===== src/rtl/mul_sched_pkg.sv =====
// ---------------------------------------------------------------------------
// mul_sched_pkg
// Shared types and width helpers for the shared-multiplier scheduler.
//   state_t : scheduler FSM states (IDLE, WAIT, RESP)
//   N_DEF   : default operand width
//   RES_W() : product width for an N-bit multiplier (2N+1)
//   ID_W()  : width of a requester index for NREQ requesters (NREQ >= 2)
// ---------------------------------------------------------------------------
package mul_sched_pkg;

  typedef enum logic [1:0] {
    IDLE = 2'd0,
    WAIT = 2'd1,
    RESP = 2'd2
  } state_t;

  localparam int N_DEF = 10;

  function automatic int RES_W(input int n);
    return 2 * n + 1;
  endfunction

  function automatic int ID_W(input int nreq);
    return (nreq > 1) ? $clog2(nreq) : 1;
  endfunction

endpackage


===== src/rtl/mul_sched_rr_arbiter.sv =====
// ---------------------------------------------------------------------------
// rr_arbiter
// Combinational round-robin arbiter. Grants the first asserted request found
// searching upward from i_ptr with wrap-around.
// Ports:
//   i_req   : request vector (NREQ bits)
//   i_ptr   : index of highest-priority requester
//   i_en    : when low, no grant is issued
//   o_grant : one-hot grant (all zero when nothing granted)
//   o_idx   : encoded index of the granted requester (0 when none)
// ---------------------------------------------------------------------------
module rr_arbiter
  import mul_sched_pkg::*;
#(
  parameter  int NREQ = 2,
  localparam int IW   = ID_W(NREQ)
) (
  input  logic [NREQ-1:0] i_req,
  input  logic [IW-1:0]   i_ptr,
  input  logic            i_en,
  output logic [NREQ-1:0] o_grant,
  output logic [IW-1:0]   o_idx
);

  // Distance of each requester from the pointer in search order; the
  // requesting entry with the smallest distance wins. Distances are unique,
  // so exactly one winner exists whenever any request is present.
  logic [IW:0] w_dist [NREQ];
  logic        w_found;
  logic [IW:0] w_best;

  genvar gi;
  generate
    for (gi = 0; gi < NREQ; gi++) begin : g_dist
      assign w_dist[gi] = ((IW + 1)'(gi) >= {1'b0, i_ptr})
                        ? ((IW + 1)'(gi) - {1'b0, i_ptr})
                        : ((IW + 1)'(gi + NREQ) - {1'b0, i_ptr});
    end
  endgenerate

  always_comb begin
    o_grant = '0;
    o_idx   = '0;
    w_found = 1'b0;
    w_best  = '0;
    for (int k = 0; k < NREQ; k++) begin
      if (i_en && i_req[k] && (!w_found || (w_dist[k] < w_best))) begin
        w_found    = 1'b1;
        w_best     = w_dist[k];
        o_grant    = '0;
        o_grant[k] = 1'b1;
        o_idx      = IW'(k);
      end
    end
  end

endmodule


===== src/rtl/multiplier.sv =====
// ---------------------------------------------------------------------------
// multiplier
// Combinational radix-2 Booth multiplier for unsigned N-bit operands.
// Ports:
//   i_a, i_b : N-bit unsigned operands
//   o_p      : 2N+1-bit product
// Both operands are zero-extended so the Booth recoding sees a positive
// multiplier; all partial products are summed modulo 2^(2N+1), which is
// exact because the true product is below 2^(2N).
// ---------------------------------------------------------------------------
module multiplier #(
  parameter int N = 10
) (
  input  logic [N-1:0] i_a,
  input  logic [N-1:0] i_b,
  output logic [2*N:0] o_p
);

  localparam int PW = 2 * N + 1;

  logic [PW-1:0] w_a_ext;
  logic [N+1:0]  w_b_pad;
  logic [PW-1:0] w_pp [N+1];
  logic [PW-1:0] w_acc;

  assign w_a_ext = {{(N + 1){1'b0}}, i_a};
  // Implicit zero below bit 0 and zero sign bit above the MSB.
  assign w_b_pad = {1'b0, i_b, 1'b0};

  genvar gi;
  generate
    for (gi = 0; gi <= N; gi++) begin : g_pp
      logic [1:0] w_sel;
      assign w_sel = w_b_pad[gi+1:gi];
      // Booth digit = b[i-1] - b[i]: 01 -> +A, 10 -> -A, else 0.
      assign w_pp[gi] = (w_sel == 2'b01) ? (w_a_ext << gi) :
                        (w_sel == 2'b10) ? (-(w_a_ext << gi)) :
                        '0;
    end
  endgenerate

  always_comb begin
    w_acc = '0;
    for (int k = 0; k <= N; k++) begin
      w_acc = w_acc + w_pp[k];
    end
  end

  assign o_p = w_acc;

endmodule


===== src/rtl/mul_sched.sv =====
// ---------------------------------------------------------------------------
// mul_sched
// Shares one combinational multiplier between NREQ requesters. A request is
// accepted in IDLE (round-robin), operands are registered, the multiplier is
// given LAT cycles to settle, and the registered product is held on the
// tagged response channel until the consumer takes it.
// Ports:
//   clk, rst              : clock, synchronous active-high reset
//   req_valid / req_ready : per-requester handshake (req_ready one-hot or 0)
//   req_a, req_b          : per-requester N-bit operands
//   rsp_valid / rsp_ready : shared response handshake
//   rsp_id                : requester that owns rsp_result
//   rsp_result            : 2N+1-bit product
// ---------------------------------------------------------------------------
module mul_sched
  import mul_sched_pkg::*;
#(
  parameter  int N    = N_DEF,
  parameter  int NREQ = 2,
  parameter  int LAT  = 2,
  localparam int IW   = ID_W(NREQ),
  localparam int RW   = RES_W(N)
) (
  input  logic                     clk,
  input  logic                     rst,
  input  logic [NREQ-1:0]          req_valid,
  output logic [NREQ-1:0]          req_ready,
  input  logic [NREQ-1:0][N-1:0]   req_a,
  input  logic [NREQ-1:0][N-1:0]   req_b,
  output logic                     rsp_valid,
  input  logic                     rsp_ready,
  output logic [IW-1:0]            rsp_id,
  output logic [RW-1:0]            rsp_result
);

  localparam int CW = (LAT > 1) ? $clog2(LAT) : 1;

  state_t          r_state;
  state_t          w_state_next;
  logic [IW-1:0]   r_ptr;
  logic [IW-1:0]   r_id;
  logic [IW-1:0]   r_rsp_id;
  logic [CW-1:0]   r_cnt;
  logic [N-1:0]    r_a;
  logic [N-1:0]    r_b;
  logic            r_valid;
  logic [RW-1:0]   r_result;

  logic            w_arb_en;
  logic [NREQ-1:0] w_grant;
  logic [IW-1:0]   w_idx;
  logic            w_accept;
  logic            w_cnt_done;
  logic [IW-1:0]   w_ptr_next;
  logic [RW-1:0]   w_prod;

  // Grants are only offered in IDLE, and never while reset is asserted.
  assign w_arb_en = (r_state == IDLE) && !rst;

  rr_arbiter #(
    .NREQ (NREQ)
  ) u_arb (
    .i_req   (req_valid),
    .i_ptr   (r_ptr),
    .i_en    (w_arb_en),
    .o_grant (w_grant),
    .o_idx   (w_idx)
  );

  // The multiplier sees only registered operands, so its output is stable
  // for the whole WAIT window and can be treated as a multicycle path.
  multiplier #(
    .N (N)
  ) u_mul (
    .i_a (r_a),
    .i_b (r_b),
    .o_p (w_prod)
  );

  assign req_ready  = w_grant;
  assign w_accept   = |(req_valid & w_grant);
  assign w_cnt_done = (r_cnt == '0);
  assign w_ptr_next = (w_idx == IW'(NREQ - 1)) ? '0 : (w_idx + IW'(1));

  assign rsp_valid  = r_valid;
  assign rsp_id     = r_rsp_id;
  assign rsp_result = r_result;

  always_ff @(posedge clk) begin
    if (rst) begin
      r_state <= IDLE;
    end else begin
      r_state <= w_state_next;
    end
  end

  always_comb begin
    w_state_next = r_state;
    case (r_state)
      IDLE:    if (w_accept)   w_state_next = WAIT;
      WAIT:    if (w_cnt_done) w_state_next = RESP;
      RESP:    if (rsp_ready)  w_state_next = IDLE;
      default: w_state_next = IDLE;
    endcase
  end

  always_ff @(posedge clk) begin
    if (rst) begin
      r_ptr    <= '0;
      r_id     <= '0;
      r_cnt    <= '0;
      r_a      <= '0;
      r_b      <= '0;
      r_valid  <= 1'b0;
      r_rsp_id <= '0;
      r_result <= '0;
    end else begin
      case (r_state)
        IDLE: begin
          if (w_accept) begin
            r_a   <= req_a[w_idx];
            r_b   <= req_b[w_idx];
            r_id  <= w_idx;
            r_ptr <= w_ptr_next;
            r_cnt <= CW'(LAT - 1);
          end
        end
        WAIT: begin
          if (w_cnt_done) begin
            r_result <= w_prod;
            r_rsp_id <= r_id;
            r_valid  <= 1'b1;
          end else begin
            r_cnt <= r_cnt - CW'(1);
          end
        end
        RESP: begin
          if (rsp_ready) begin
            r_valid <= 1'b0;
          end
        end
        default: ;
      endcase
    end
  end

endmodule


===== config.mk =====
export PLATFORM = sky130hd
export DESIGN_NAME = mul_sched
export DESIGN_NICKNAME = d
export VERILOG_FILES = /design/src/rtl/mul_sched_pkg.sv /design/src/rtl/mul_sched_rr_arbiter.sv /design/src/rtl/multiplier.sv /design/src/rtl/mul_sched.sv
export SDC_FILE = /design/constraint.sdc
export NUM_CORES = 1
export LEC_CHECK = 0
export ABC_AREA = 1
export CAP_MARGIN = 5
export CORE_ASPECT_RATIO = 1.2
export CORE_MARGIN = 8
export CORE_UTILIZATION = 50
export DETAILED_ROUTE_END_ITERATION = 10
export PLACE_DENSITY = 0.82
export SETUP_SLACK_MARGIN = 0.15
export SYNTH_ARGS = -nofsm -noshare
export SYNTH_HDL_FRONTEND = slang
export SYNTH_SLANG_ARGS = --single-unit

===== constraint.sdc =====
create_clock -name clk -period 6.1 [get_ports clk]
set_clock_uncertainty 0.1 [all_clocks]
set_input_delay 1.22 -clock clk [delete_from_list [all_inputs] [get_ports clk]]
set_output_delay 1.22 -clock clk [all_outputs]
set_load 0.02 [all_outputs]

After elaboration in Yosys (flattened, before gate mapping). Cells that the tools add are included.

Register bits after elaboration: 48. Bits of input ports: 45. Output and inout port bits: 25. Logic and storage cells: 119.

Add/subtract/negate cells: 25. Magnitude comparators: 3. Equality and inequality tests: 23. Mux-type cells: 41. Bitwise logic cells: 2. Reductions and logical operators: 16.

Operators by type and width (number): 21-bit two-way mux (19); 21-bit adder (9); 10-bit two-way mux (4); 21-bit by 20-bit adder with 21-bit output (1); 10-bit negator with 21-bit output (1); 11-bit negator with 21-bit output (1); 12-bit negator with 21-bit output (1); 13-bit negator with 21-bit output (1); 14-bit negator with 21-bit output (1); 15-bit negator with 21-bit output (1); 16-bit negator with 21-bit output (1); 17-bit negator with 21-bit output (1); 18-bit negator with 21-bit output (1); 19-bit negator with 21-bit output (1); 2-bit by 1-bit == test with 1-bit output (second input constant) (10); 2-bit == test (second input constant) (10); 20-bit two-way mux (1); 2-bit two-way mux (6); 1-bit two-way mux (8); 2-bit != test (second input constant) (3); 2-bit one-hot mux with 3 select lines (1); 2-bit AND reduction (3); 3-bit AND reduction (2); 1-bit logical AND (4); other kinds (15) (19).

Longest topological paths before layout. Gate-level depths: netlist of the first run.

Word-level depth: 13. Depth in mapped cells: 31. Mapped depth without buffers: 31.

Modules after synthesis. Synthesis of the first run repeated with hierarchy kept, for this count alone.

Cells, all modules: 1069. Area, all modules: 7912.6 µm².

By module, submodules not included: multiplier (instances 1, cells an instance 781, area each 5879.4 µm², sequential area each 0.0 µm²); mul_sched (instances 1, cells an instance 281, area each 1998.2 µm², sequential area each 960.9 µm²); rr_arbiter (instances 1, cells an instance 7, area each 35.0 µm², sequential area each 0.0 µm²).

Worst setup path after synthesis of the first run. No wires, ideal clock.

Path kind: register to register. Start: register r_a[0]. End: register r_result[20] (netlist: rsp_result[20]). Library setup time: 109 ps. Data arrival time: 5567 ps. Data required time: 5891 ps. Slack: 325 ps. Cell stages (with the launch flop): 26. Buffers on the path: 0. Period minus slack after synthesis: 5775 ps. Cells stage by stage: dfxtp_1 -> inv_2 -> ha_1 -> inv_1 -> nor2_4 -> nand2_1 -> nor2_1 -> xor2_2 -> o22ai_1 -> fa_1 -> fa_1 -> fa_1 -> fa_1 -> inv_1 -> fa_1 -> inv_1 -> ha_1 -> nand2_1 -> nor3_1 -> nand2_1 -> o311ai_0 -> inv_1 -> nand2_1 -> nand3_1 -> nand2_1 -> inv_1.

Word-level cells in the longest chain between the ends: 13.

RTL lines: start: declaration (RTL line mul_sched.sv:44) `logic [N-1:0] r_a;`; start signal: assignment (RTL line mul_sched.sv:121) `r_a <= req_a[w_idx];`; 11-bit negator with 21-bit output (RTL line multiplier.sv:37) `(w_sel == 2'b10) ? (-(w_a_ext << gi)) :`; 21-bit two-way mux (RTL line multiplier.sv:37); 21-bit two-way mux (RTL line multiplier.sv:36) `assign w_pp[gi] = (w_sel == 2'b01) ? (w_a_ext << gi) :`; 21-bit adder (9 in series) (RTL line multiplier.sv:45) `w_acc = w_acc + w_pp[k];`; 21-bit by 20-bit adder with 21-bit output * (RTL line multiplier.sv:45); end signal: assignment (RTL line mul_sched.sv:130) `r_result <= w_prod;`; end: declaration (RTL line mul_sched.sv:47) `logic [RW-1:0] r_result;`.

Every way passes the cells marked *; elsewhere a longest branch is shown, timed or not. A chain may end at the register's enable or synchronous reset.

Worst setup path after layout of the first run.
Start: register r_a[1]. End: register r_result[17] (netlist: rsp_result[17]).

The elaborated chain is that of the path after synthesis.

==> results of run 1 <==
metrics by stage:
stage | utilization, % | hold slack (ns) | setup slack [ns] | total power, mW | instance area [sq um]
CTS | 59.83 | 0.3669 | 0.1550 | 2.614 | 9245
global placement | 58.23 | 0.3503 | 0.1188 | 2.176 | 8997
floorplan | - | 0.3410 | 0.3247 | 1.603 | 7835
global route | 62.95 | 0.3871 | 0.03323 | 3.197 | 9727
finish | 62.95 | 0.3650 | 0.2225 | 2.986 | 9727
detailed placement | 58.23 | 0.3569 | 0.07058 | 2.218 | 8997
cell families (layout without fill, tap and decap cells):
family	Yosys count	after routing	share of synthesized area, %
fa+ha+maj	163	163	37.53
simple gates	325	325	18.35
flops	48	48	12.26
buf+inv	300	407	14.64
compound gates	206	206	15.23
xor+xnor	16	16	1.980
what timing repair did:
item                                    4_1_cts  5_1_grt
gates cloned                                  0        1
endpoints found under the setup margin        5       12
hold endpoints to repair                      0        0
setup buffers                                 5       12
gates resized for setup                       9       83
pin swaps                                     2       50
synth_stat cells, types with 3 or more instances:
library cell,count,area share [%]
a21o_1,3,0.29
or2_2,4,0.32
nor2_1,88,4.2
buf_2,8,0.51
nand2_1,160,7.7
o21ai_0,44,2.8
nand2_2,6,0.48
buf_1,3,0.14
xor2_1,7,0.78
fa_1,120,31
o211ai_1,6,0.57
nor2_4,4,0.57
a21oi_1,57,3.6
o21bai_1,7,0.67
xnor2_1,7,0.78
nand3b_1,6,0.57
clkinv_1,10,0.48
nand2_4,5,0.72
nand3_1,36,2.3
inv_2,8,0.38
nor3_1,3,0.19
dfxtp_1,48,12
clkbuf_1,21,1.0
ha_1,43,6.9
nor2_2,8,0.64
o22ai_1,81,6.5
inv_1,248,12
per-layer routing:
layer / GRT usage [%] / wire length [um] / vias to the layer above / share of wire (%)
met2: 39.94 / 12140 / 428 / 49
met4: 13.75 / 1590 / 0 / 6.5
li1: - / - / 3503 / -
met1: 28.50 / 8718 / 3681 / 35
met3: 4.977 / 2138 / 95 / 8.7
met5: 0 / 0 / - / 0
final cells by class:
type | count | share of cell area (%)
Tap cell | 208 | 2.676
Multi-Input combinational cell | 710 | 62.58
Timing Repair Buffer | 133 | 12.48
Clock inverter | 3 | 0.7075
Sequential cell | 48 | 10.01
Clock buffer | 5 | 1.286
Inverter | 266 | 10.26
worst reg2reg max path: cells and delay by family (launching register included):
family | cells | cell delay, ns
XOR/XNOR | 1 | 0.12
flip-flops | 1 | 0.36
AO/OA/AOI/OAI | 5 | 0.61
buffers and inverters | 9 | 0.81
AND/OR/NAND/NOR | 6 | 0.83
adder cells (fa/ha/maj) | 7 | 2.99
power groups by stage:
| stage | combinational (mW) | clock [mW] | sequential [mW] |
|---|---|---|---|
| 4_1_cts | 1.87 | 0.362 | 0.384 |
| 2_1_floorplan | 1.19 | 0 | 0.411 |
| 5_1_grt | 2.44 | 0.370 | 0.392 |
| 6_report | 2.24 | 0.358 | 0.388 |
| 3_3_place_gp | 1.79 | 0 | 0.390 |
| 3_5_place_dp | 1.83 | 0 | 0.390 |
worst max path at each step:
stage,start,to
2_1_floorplan,r_a[0]$_SDFFE_PP0P_,rsp_result[20]$_SDFFE_PP0P_
3_3_place_gp,r_a[3]$_SDFFE_PP0P_,rsp_result[20]$_SDFFE_PP0P_
3_5_place_dp,r_a[3]$_SDFFE_PP0P_,rsp_result[20]$_SDFFE_PP0P_
4_1_cts,r_a[0]$_SDFFE_PP0P_,rsp_result[17]$_SDFFE_PP0P_
5_1_grt,r_a[1]$_SDFFE_PP0P_,rsp_result[19]$_SDFFE_PP0P_
6_report,r_a[1]$_SDFFE_PP0P_,rsp_result[17]$_SDFFE_PP0P_
flip-flops by register name, indices dropped and copies added, names as in the netlist:
| register | flops |
|---|---|
| r_cnt | 1 |
| rsp_result | 21 |
| rsp_id | 1 |
| rsp_valid | 1 |
| r_b | 10 |
| r_a | 10 |
| r_ptr | 1 |
| r_state | 2 |
| r_id | 1 |
==> results list, run 1 <==
- Status: completed
- Summing all flip-flop and latch instances after layout gives about 970 sq um.
- Clk root buf: clkbuf_16
- For this run, the number of Yosys warnings is 0.
- Logic depth of the worst setup path including buffers: 28
- Number of distinct standard cells referenced by the synthesized netlist: 39
- CTS tree: built
* Post-synth top flop: dfxtp_1
- STA puts the critical path data arrival time at around 6.0 ns.
- For the final routed database, the setup TNS stands at 0 ns.
- Worst r2r src: r_a[1]$_SDFFE_PP0P_
* Total global routing overflow: 0
* Worst setup SP type: register
- The number of antenna diodes in the final layout is 0.
- The die is 130.3 um wide.
* Cell-internal power: ~1.5 mW
* Area of the multi-input gates: approximately 6100 sq um
* Worst reg-to-reg path cell count: 28
* Type of the worst setup path: reg -> reg
* Vias: a little under 8000
- Summed over all cells, the static leakage comes to about 4.5 nW.
- Switching fraction of total power: approximately 49%
* Register bit total from synthesis: 48
- The worst pin sits at a relative slew slack of between 30% and 40%.
* Register area share after synthesis: between 10% and 20%
- Number of cell rows: 50
* Cell family contributing the most delay on the critical path: adder cells
- Combinational cells account for between 70% and 80% of the total power.
- After synthesis, the share of flip-flops with an asynchronous set or reset is 0%.
- The via count of the first global-routing pass is slightly below 8000.
* Net switching power figure: between 1 and 1.5 mW
- Remaining routing DRC violations: 0
- # port buffers: 69
- Placed instance count: between 1000 and 1500
- Leaving out fill and tap cells, the most frequent cell in the layout is inv_1.
* Pre-antenna DRT Iters: 5
- TritonCTS created 5 clock buffers.
- Area of the die: roughly 20000 sq um
- Along the worst hold path, the cell count comes to 2.
- Number of vias per cell after detailed routing: around 5.6
- The initial utilization of the core area, before any placement, comes to 50.70%.
- Violation count after the first detailed-route iteration: between 600 and 700
- Minimum setup slack among reg-to-reg paths: about 0.22 ns
* End point of the worst hold path: r_b[8]$_SDFFE_PP0P_
* Peak ir drop on the vdd network: 196.2 uV
- STA classifies the critical path endpoint as a register.
* Ratio of total power to cell area: slightly above 300 nW/um^2
* Number of buffers between clock root and the deepest sink: 2
* Post-synthesis cell count: between 1000 and 1500
- Detailed placement HPWL: between 15000 and 20000 um
- Synthesis produced a netlist with a net count of roughly 1300.
* Max-cap violations: 0
- The cell that appears most often on the critical path is inv_1.
- At the end of the flow, the number of nets in the layout was 1372.
* Sequential Power Share: 13.0%
- Endpoints failing hold: 0
- The final layout contains routed wiring with a total length of about 25000 um.
* Largest net degree at the start of global routing: 32
* Core region area: 15450 sq um
- In this run the vertical extent of the chip is approximately 150 um.
* Final period demand of the worst path: 5.877 ns
- HP Start: r_b[8]$_SDFFE_PP0P_
- For this run, the number of standard cells in the final layout without fillers is ~1400.
- Clock tree synthesis found a total of 48 sinks.
- Measured slew at the worst slew-check pin: 0.9398 ns
* GRT Overall Usage: 24.23%
* Average wire per standard cell: 17.91 um
- Worst reg2reg path endpoint: rsp_result[17]$_SDFFE_PP0P_
- In this run the number of H-tree levels came out at 2.
- Share of layout cells above drive strength 1: 15.97%
- The filler cells instantiated in the layout total about 1300.
- The initial antenna violation count was 0.
- Leaving out fill and tap cells, the most frequent cells in the layout are inv_1, nand2_1, fa_1.
- At the end of routability-driven placement, the weighted congestion stood at around 1.1.
- Crit path buffers/inverters: 9
- The number of max-slew violations in the final report came to 0.
- Compared with the post-synthesis result, the final layout area differs by 24.15%.
* Slowest stage delay, CP: ~0.54 ns
- Post-CTS Hold Buffers: 0
* Netlist Area Pre-Place: between 7000 and 8000 sq um
- Maximum fanout along the worst path: 5
* Count of flip-flops with a built-in enable after synthesis: 0
- Setup repair after global routing could not meet its margin everywhere.
- Setup violations remaining at the end of the flow were counted as 0.
- Clock slew seen by the registers of the worst setup and hold paths: 0.07 ns
- Derived from the worst setup path, the maximum achievable clock frequency is 170.1 MHz.
- Mean cell area of the mapped netlist: 7.405 sq um
* Portion of total power attributed to the clock network: between 10% and 20%
- Pin placement for this block handled 70 I/O pins.
* Global-route wire length before repair: between 30000 and 40000 um
- Clock latency on the worst-skew pair, taken at its later pin, is 0.29 ns.
- Worst endpoint required time: a little over 6 ns
- The worst hold path belongs to the class reg -> reg.
* Post-detailed-route count of antenna-violating nets: 0
- Crit-path slowest cell: fa_1
- Share of the cycle needed by the critical path after routing: a little over nine tenths
Power figures use the tool's default switching activity.
==> run 2: changes to the inputs <==
--- a/config.mk
+++ b/config.mk
@@ -9,9 +9,9 @@
 export CAP_MARGIN = 5
 export CORE_ASPECT_RATIO = 1.2
 export CORE_MARGIN = 8
-export CORE_UTILIZATION = 50
+export CORE_UTILIZATION = 45
 export DETAILED_ROUTE_END_ITERATION = 10
-export PLACE_DENSITY = 0.82
+export PLACE_DENSITY = 0.75
 export SETUP_SLACK_MARGIN = 0.15
 export SYNTH_ARGS = -nofsm -noshare
 export SYNTH_HDL_FRONTEND = slang
==> results list, run 2 (synthesis gave the netlist of run 1 again) <==
- Violation count after the first detailed-route iteration: about 650
- Worst r2r src: r_a[1]$_SDFFE_PP0P_
- Across the run, the number of max-cap violations was 0.
- The worst setup path is captured at a register.
- Global-route wire length before repair: 38410 um
- Minimum setup slack among reg-to-reg paths: approximately 0.29 ns
- Switching fraction of total power: approximately half
- Peak ir drop on the vdd network: around 170 uV
- The run finished with clean final reports.
- Worst setup SP type: register
- The worst register-to-register path has a depth of 29.
- Remaining routing DRC violations: 0
* Crit-path slowest cell: fa_2
- Endpoints failing hold: 0
* Initial antenna violation count: 0
- Share of layout cells above drive strength 1: between 10% and 20%
- For this design the total switching power over the nets is around 1.4 mW.
- The number of clock buffers added by TritonCTS is 5.
- Compared with the post-synthesis result, the final layout area differs by 23.63%.
* Total global routing overflow: 0
* Filler cells: 1659
- The library cells used most frequently in the layout, excluding fill and tap cells, are inv_1, nand2_1, fa_1.
- In this design, the stage delay of the slowest critical-path cell is slightly below 0.6 ns.
- Maximum fanout along the worst path: 9
- TritonCTS built the clock tree.
* Final antenna diode count: 0
- Combined flip-flop and latch cell area: 968.4 sq um
- Static timing analysis puts the maximum clock frequency at ~170 MHz.
* Share of the cycle needed by the critical path after routing: ~95%
* Total Routed Length: 24560 um
- Clk root buf: clkbuf_16
- Cell-internal power: approximately 1.4 mW
- Portion of total power attributed to the clock network: 11.1%
- Final Slew Violations: 0
- The longest clock path from root to sink contains 2 buffers.
- Clock latency on the worst-skew pair, taken at its later pin, is around 0.28 ns.
- The die is 136.5 um wide.
* HP Start: rsp_valid$_SDFFE_PP0P_
- Entering global routing, the biggest net connects 32 pins.
- Final period demand of the worst path: between 5 and 6 ns
* Worst rel slew slack: ~41%
- Unrepaired setup endpoints after global routing: yes
- NumNets Final: between 1000 and 1500
- In this run the power density over the cells is slightly below 300 nW/um^2.
- Overall power consumption after layout is estimated at roughly 2.9 mW.
- The initialized floorplan defines 53 standard-cell rows.
* Core region area: between 15000 and 20000 sq um
* CP startpoint: r_a[1]$_SDFFE_PP0P_
* Initial Utilization: a little under half
- GRT Overall Usage: roughly 22%
- The clock tree synthesis step divided the H-tree into 2 levels.
- Worst endpoint required time: about 6.2 ns
- After detailed routing, the number of vias per cell comes to 5.506.
- Detailed placement HPWL: between 15000 and 20000 um
* Gp weighted congestion: about 0.97
* Measured slew at the worst slew-check pin: between 0.8 and 0.9 ns
* Pre-antenna DRT Iters: 6
* Pleak: around 4.5 nW
- The worst setup path is of the reg -> reg kind.
- The min-delay analysis places its worst path in the category reg -> reg.
* Share of power burned in combinational logic: 75.3%
- The library cell used most frequently in the layout, excluding fill and tap cells, is inv_1.
* Chip Height: ~160 um
- Port buffering added just under 70 buffers.
- Minimum hold slack: 0.3673 ns
- Area of the die: approximately 22000 sq um
* Most frequent cell on the critical path: inv_1
* Final count of negative-setup-slack endpoints: 0
* Clock slew seen by the registers of the worst setup and hold paths: 0.07 ns
- Sequential Power Share: around 14%
- TritonCTS Sinks: 48
- Arrival @ worst endpoint: slightly below 6 ns
- The register with the most flip-flops in the layout has 21 of them.
- Average wire per standard cell: ~18 um
* Vias: ~7600
* Post-detailed-route count of antenna-violating nets: 0
- Vias in the first global route: 7535
- After routing, the total negative slack on setup checks comes to 0 ns.
* Worst Setup EP: rsp_result[20]$_SDFFE_PP0P_
* Top Ports: 70
* Worst reg2reg path endpoint: rsp_result[20]$_SDFFE_PP0P_
* Area of the multi-input gates: just over 6000 sq um
-- run 2: changes by cell type in the layout (fill, tap and decap cells not counted), moves of 2 or more --
cell	before	now
o22ai_1	78	70
o22ai_2	3	10
fa_1	114	119
fa_2	6	1
dfxtp_1	40	44
dfxtp_2	7	3
inv_1	245	241
inv_2	12	15
nand2_1	147	149
-- run 2: critical path, delay by kind of cell (launching register included) --
kind | cells | cell delay (ns)
AO/OA/AOI/OAI | 2 | 0.16
XOR/XNOR | 1 | 0.16
adder cells (fa/ha/maj) | 7 | 3.00
flip-flops | 1 | 0.36
buffers and inverters | 11 | 1.03
AND/OR/NAND/NOR | 8 | 0.90
-- run 2: area by class of cell --
| type | instances | share of cell area, % |
|---|---|---|
| sequential | 48 | 9.997 |
| inverter | 266 | 10.31 |
| clock inverter | 3 | 0.4779 |
| clock buffer | 5 | 1.292 |
| timing repair buffer | 132 | 12.18 |
| tap | 220 | 2.842 |
| multi-input combinational | 711 | 62.90 |
-- run 2: power by group through the flow --
stage	logic, mW	registers [mW]	clock network [mW]
after floorplan	1.19	0.411	0
after global placement	1.82	0.391	0
after detailed placement	1.85	0.391	0
after CTS	1.89	0.384	0.320
after global routing	2.36	0.390	0.336
final	2.15	0.387	0.318
-- run 2: layer usage --
layer / GRT usage [%] / up-vias / share of wire [%]
met1: 27.17 / 3721 / 38
met4: 11.51 / 0 / 4.2
met3: 3.188 / 68 / 6.8
met5: 0 / - / 0
met2: 36.73 / 326 / 51
li1: - / 3511 / -
-- run 2: how the worst min path moves through the flow --
stage / to / slack (ns) / cells past startpoint
floorplan: rsp_id$_SDFFE_PP0P_ / 0.34 / 2
finish: rsp_valid$_SDFFE_PP0P_ / 0.37 / 2
global placement: r_state[0]$_SDFFE_PP0P_ / 0.35 / 2
CTS: rsp_valid$_SDFFE_PP0P_ / 0.37 / 2
global route: rsp_valid$_SDFFE_PP0P_ / 0.39 / 2
detailed placement: rsp_valid$_SDFFE_PP0P_ / 0.36 / 2
-- run 2: per-stage QoR --
stage	util, %	worst slack (ns)	cells	area (sq um)
global placement	52.24	0.04970	1363	9042
finish	55.97	0.2928	1385	9687
detailed placement	52.24	0.009305	1363	9042
global route	55.97	0.09787	1385	9687
CTS	53.60	0.1586	1375	9278
floorplan	-	0.3247	1058	7835
-- run 2: timing repair --
item | in CTS | in global routing
gates cloned | 0 | 1
hold buffers | 0 | 0
setup buffers | 4 | 9
gates resized for setup | 11 | 80
endpoints found under the setup margin | 5 | 12
pin swaps | 5 | 43
==> run 3: changes to the inputs <==
--- a/config.mk
+++ b/config.mk
@@ -9,9 +9,9 @@
 export CAP_MARGIN = 5
 export CORE_ASPECT_RATIO = 1.2
 export CORE_MARGIN = 8
-export CORE_UTILIZATION = 45
+export CORE_UTILIZATION = 55
 export DETAILED_ROUTE_END_ITERATION = 10
-export PLACE_DENSITY = 0.75
+export PLACE_DENSITY = 0.88
 export SETUP_SLACK_MARGIN = 0.15
 export SYNTH_ARGS = -nofsm -noshare
 export SYNTH_HDL_FRONTEND = slang
==> results list, run 3 (synthesis gave the netlist of run 1 again) <==
* Status: completed
* Minimum setup slack among reg-to-reg paths: a little under 0.04 ns
* Unrepaired setup endpoints after global routing: yes
- Leaving out filler cells and counting taps, the final layout contains ~1400.
- Measured slew at the worst slew-check pin: approximately 1.1 ns
- Worst reg-to-reg path cell count: 28
- PnR Total Power: between 3 and 4 mW
- The placed instances occupy a cell area of ~9000 sq um.
- In the final design database the tool counted 1390 nets.
* Max-cap violations: 0
* Most frequent standard cell in the layout excluding fill and tap cells: inv_1
- Worst Setup EP: rsp_result[20]$_SDFFE_PP0P_
- The largest single stage delay on the critical path is 0.56 ns.
- Met1 track demand over resource in global routing: 29.57%
- CTS tree: built
* Placed instance count: about 1300
- The core region is approximately 14000 sq um.
- Final Slew Violations: 0
- In the post-route analysis, the smallest setup slack over all paths is around 0.04 ns.
- Top Ports: 70
- After routing, the total negative slack on setup checks comes to 0 ns.
* Total Routed Length: roughly 27000 um
* Gp weighted congestion: 0.9696
* Initial antenna violation count: 0
- Arrival @ worst endpoint: between 6 and 7 ns
* Most frequent cell on the critical path: fa_1
* Number of vias per cell after detailed routing: between 6 and 7
- In this run, the number of DRC markers left after iteration 0 of detailed routing was around 960.
- The final critical path takes up 99.35% of the cycle.
- Counting the buffers created by CTS gives 5.
- # port buffers: 69
- Dividing total power by cell area gives a power density of ~320 nW/um^2.
* Leading cell types in the layout, fill and taps excluded: inv_1, nand2_1, fa_1
- Global-route wire length before repair: between 30000 and 40000 um
- In the global route stage, met2 resource usage came out at a little under half.
- Hold is met by between 0.3 and 0.4 ns.
- In the final routed layout, each cell accounts on average for 19.63 um.
- Chip Height: about 150 um
* Clk root buf: clkbuf_16
* Worst r2r src: r_a[3]$_SDFFE_PP0P_
- Of the cells placed in the final design, the portion with a size suffix greater than 1 is 20.20%.
* Final period demand of the worst path: between 6 and 7 ns
* Finished Core Util: 70.69%
* Detailed placement HPWL: about 19000 um
- Post-detailed-route count of antenna-violating nets: 0
- Most Crowded Layer GR: met2
- Number of buffers between clock root and the deepest sink: 2
- For this run, design rule violations remaining after detail routing come to 0.
- Worst slack at placement: -0.07461 ns
- Final non-filler cell area: 10020 sq um
- 0 antenna diodes ended up in the layout.
- Clock-pin slew was measured on the worst setup and hold paths at around 0.070 ns.
- Global routing used 5.257% of the available met3 tracks.
* Type of the worst setup path: reg -> reg
* FMAX: 165.0 MHz
* Worst reg2reg path endpoint: rsp_result[20]$_SDFFE_PP0P_
* TritonCTS Sinks: 48
* Worst rel slew slack: between 20 and 30%
- Maximum fanout along the worst path: 5
* Synthesis-to-finish area growth: 27.88%
- Across the VDD grid, the largest voltage drop is roughly 190 uV.
- The pre-antenna-repair detailed-routing pass consisted of 6 iterations.
- Total global routing overflow: 0
* Vias in the first global route: just over 8000
* Pleak: approximately 4.6 nW
- Type of element capturing the critical path: register
- Once the floorplan was initialized, standard cells occupied approximately 55% of the core.
- Worst setup SP type: register
- The slowest stage of the critical path is the fa_1 cell.
* Largest register FFs: 21
- Entering global routing, the biggest net connects 32 pins.
- The die is 125.0 um wide.
* Endpoints failing hold: 0
- The floorplan has 48 rows.
* Area of the die: 18340 sq um
- At the later pin of the worst-skew pair, clock insertion delay measures 0.29 ns.
* CP startpoint: r_a[3]$_SDFFE_PP0P_
* Vias: 8163
- Final count of negative-setup-slack endpoints: 0
- Hold/Removal Path Class: reg -> reg
* Count of H-tree levels built during CTS: 2
- GRT Overall Usage: 26.41%
* Worst endpoint required time: about 6.2 ns
[run 3: cell types whose count changed in the layout (fill, tap and decap cells not counted), moves of 3 or more]
cell	delta
fa_1	-7
inv_1	-8
o21ai_1	-3
nand2_4	+5
o22ai_2	+3
fa_2	+7
buf_4	+12
nor2_1	-4
nor2_4	+4
ha_4	+3
dfxtp_1	-5
nand2_1	-4
inv_2	+7
dfxtp_2	+3
[run 3: layer usage]
| metal | share of wire [%] | vias up | wire length [um] |
|---|---|---|---|
| met5 | 0 | - | 0 |
| met4 | 7.8 | 0 | 2092 |
| li1 | - | 3549 | - |
| met3 | 9.8 | 196 | 2602 |
| met1 | 34 | 3856 | 9123 |
| met2 | 48 | 562 | 12840 |
[run 3: worst min path at each step]
stage | from | endpoint | slack [ns] | cells after the start
3_5_place_dp | rsp_id$_SDFFE_PP0P_ | rsp_id$_SDFFE_PP0P_ | 0.36 | 2
3_3_place_gp | rsp_result[0]$_SDFFE_PP0P_ | rsp_result[0]$_SDFFE_PP0P_ | 0.35 | 2
5_1_grt | rsp_id$_SDFFE_PP0P_ | rsp_id$_SDFFE_PP0P_ | 0.38 | 2
2_1_floorplan | r_id$_SDFFE_PP0P_ | rsp_id$_SDFFE_PP0P_ | 0.34 | 2
6_report | rsp_id$_SDFFE_PP0P_ | rsp_id$_SDFFE_PP0P_ | 0.37 | 2
4_1_cts | rsp_id$_SDFFE_PP0P_ | rsp_id$_SDFFE_PP0P_ | 0.37 | 2
[run 3: worst max-delay path: cells and delay by family, from the launching register on]
kind            cells  cell delay, ns
fa+ha+maj           6            2.77
simple gates        9            1.20
buf+inv             7            0.64
compound gates      5            0.60
flops               1            0.39
xor+xnor            1            0.25
[run 3: power by group]
part / internal (mW) / switching (mW) / total [mW]
clock: 0.236 / 0.127 / 0.363
sequential: 0.353 / 0.0379 / 0.391
combinational: 1.06 / 1.43 / 2.49
[run 3: area by class of cell]
| cell class | count | area (sq um) |
|---|---|---|
| Multi-Input combinational cell | 711 | 6259 |
| Fill cell | 1008 | 4154 |
| Timing Repair Buffer | 150 | 1365 |
| Inverter | 266 | 1003 |
| Sequential cell | 48 | 979.7 |
| Tap cell | 175 | 219.0 |
| Clock buffer | 5 | 125.1 |
| Clock inverter | 3 | 68.82 |
[run 3: repair_timing]
item / in CTS / in global routing
setup buffers: 4 / 22
endpoints found under the hold margin: 0 / 0
pin swaps: 1 / 72
hold buffers: 0 / 0
cloned: 0 / 2
gates resized for setup: 11 / 136
setup endpoints to repair: 7 / 12
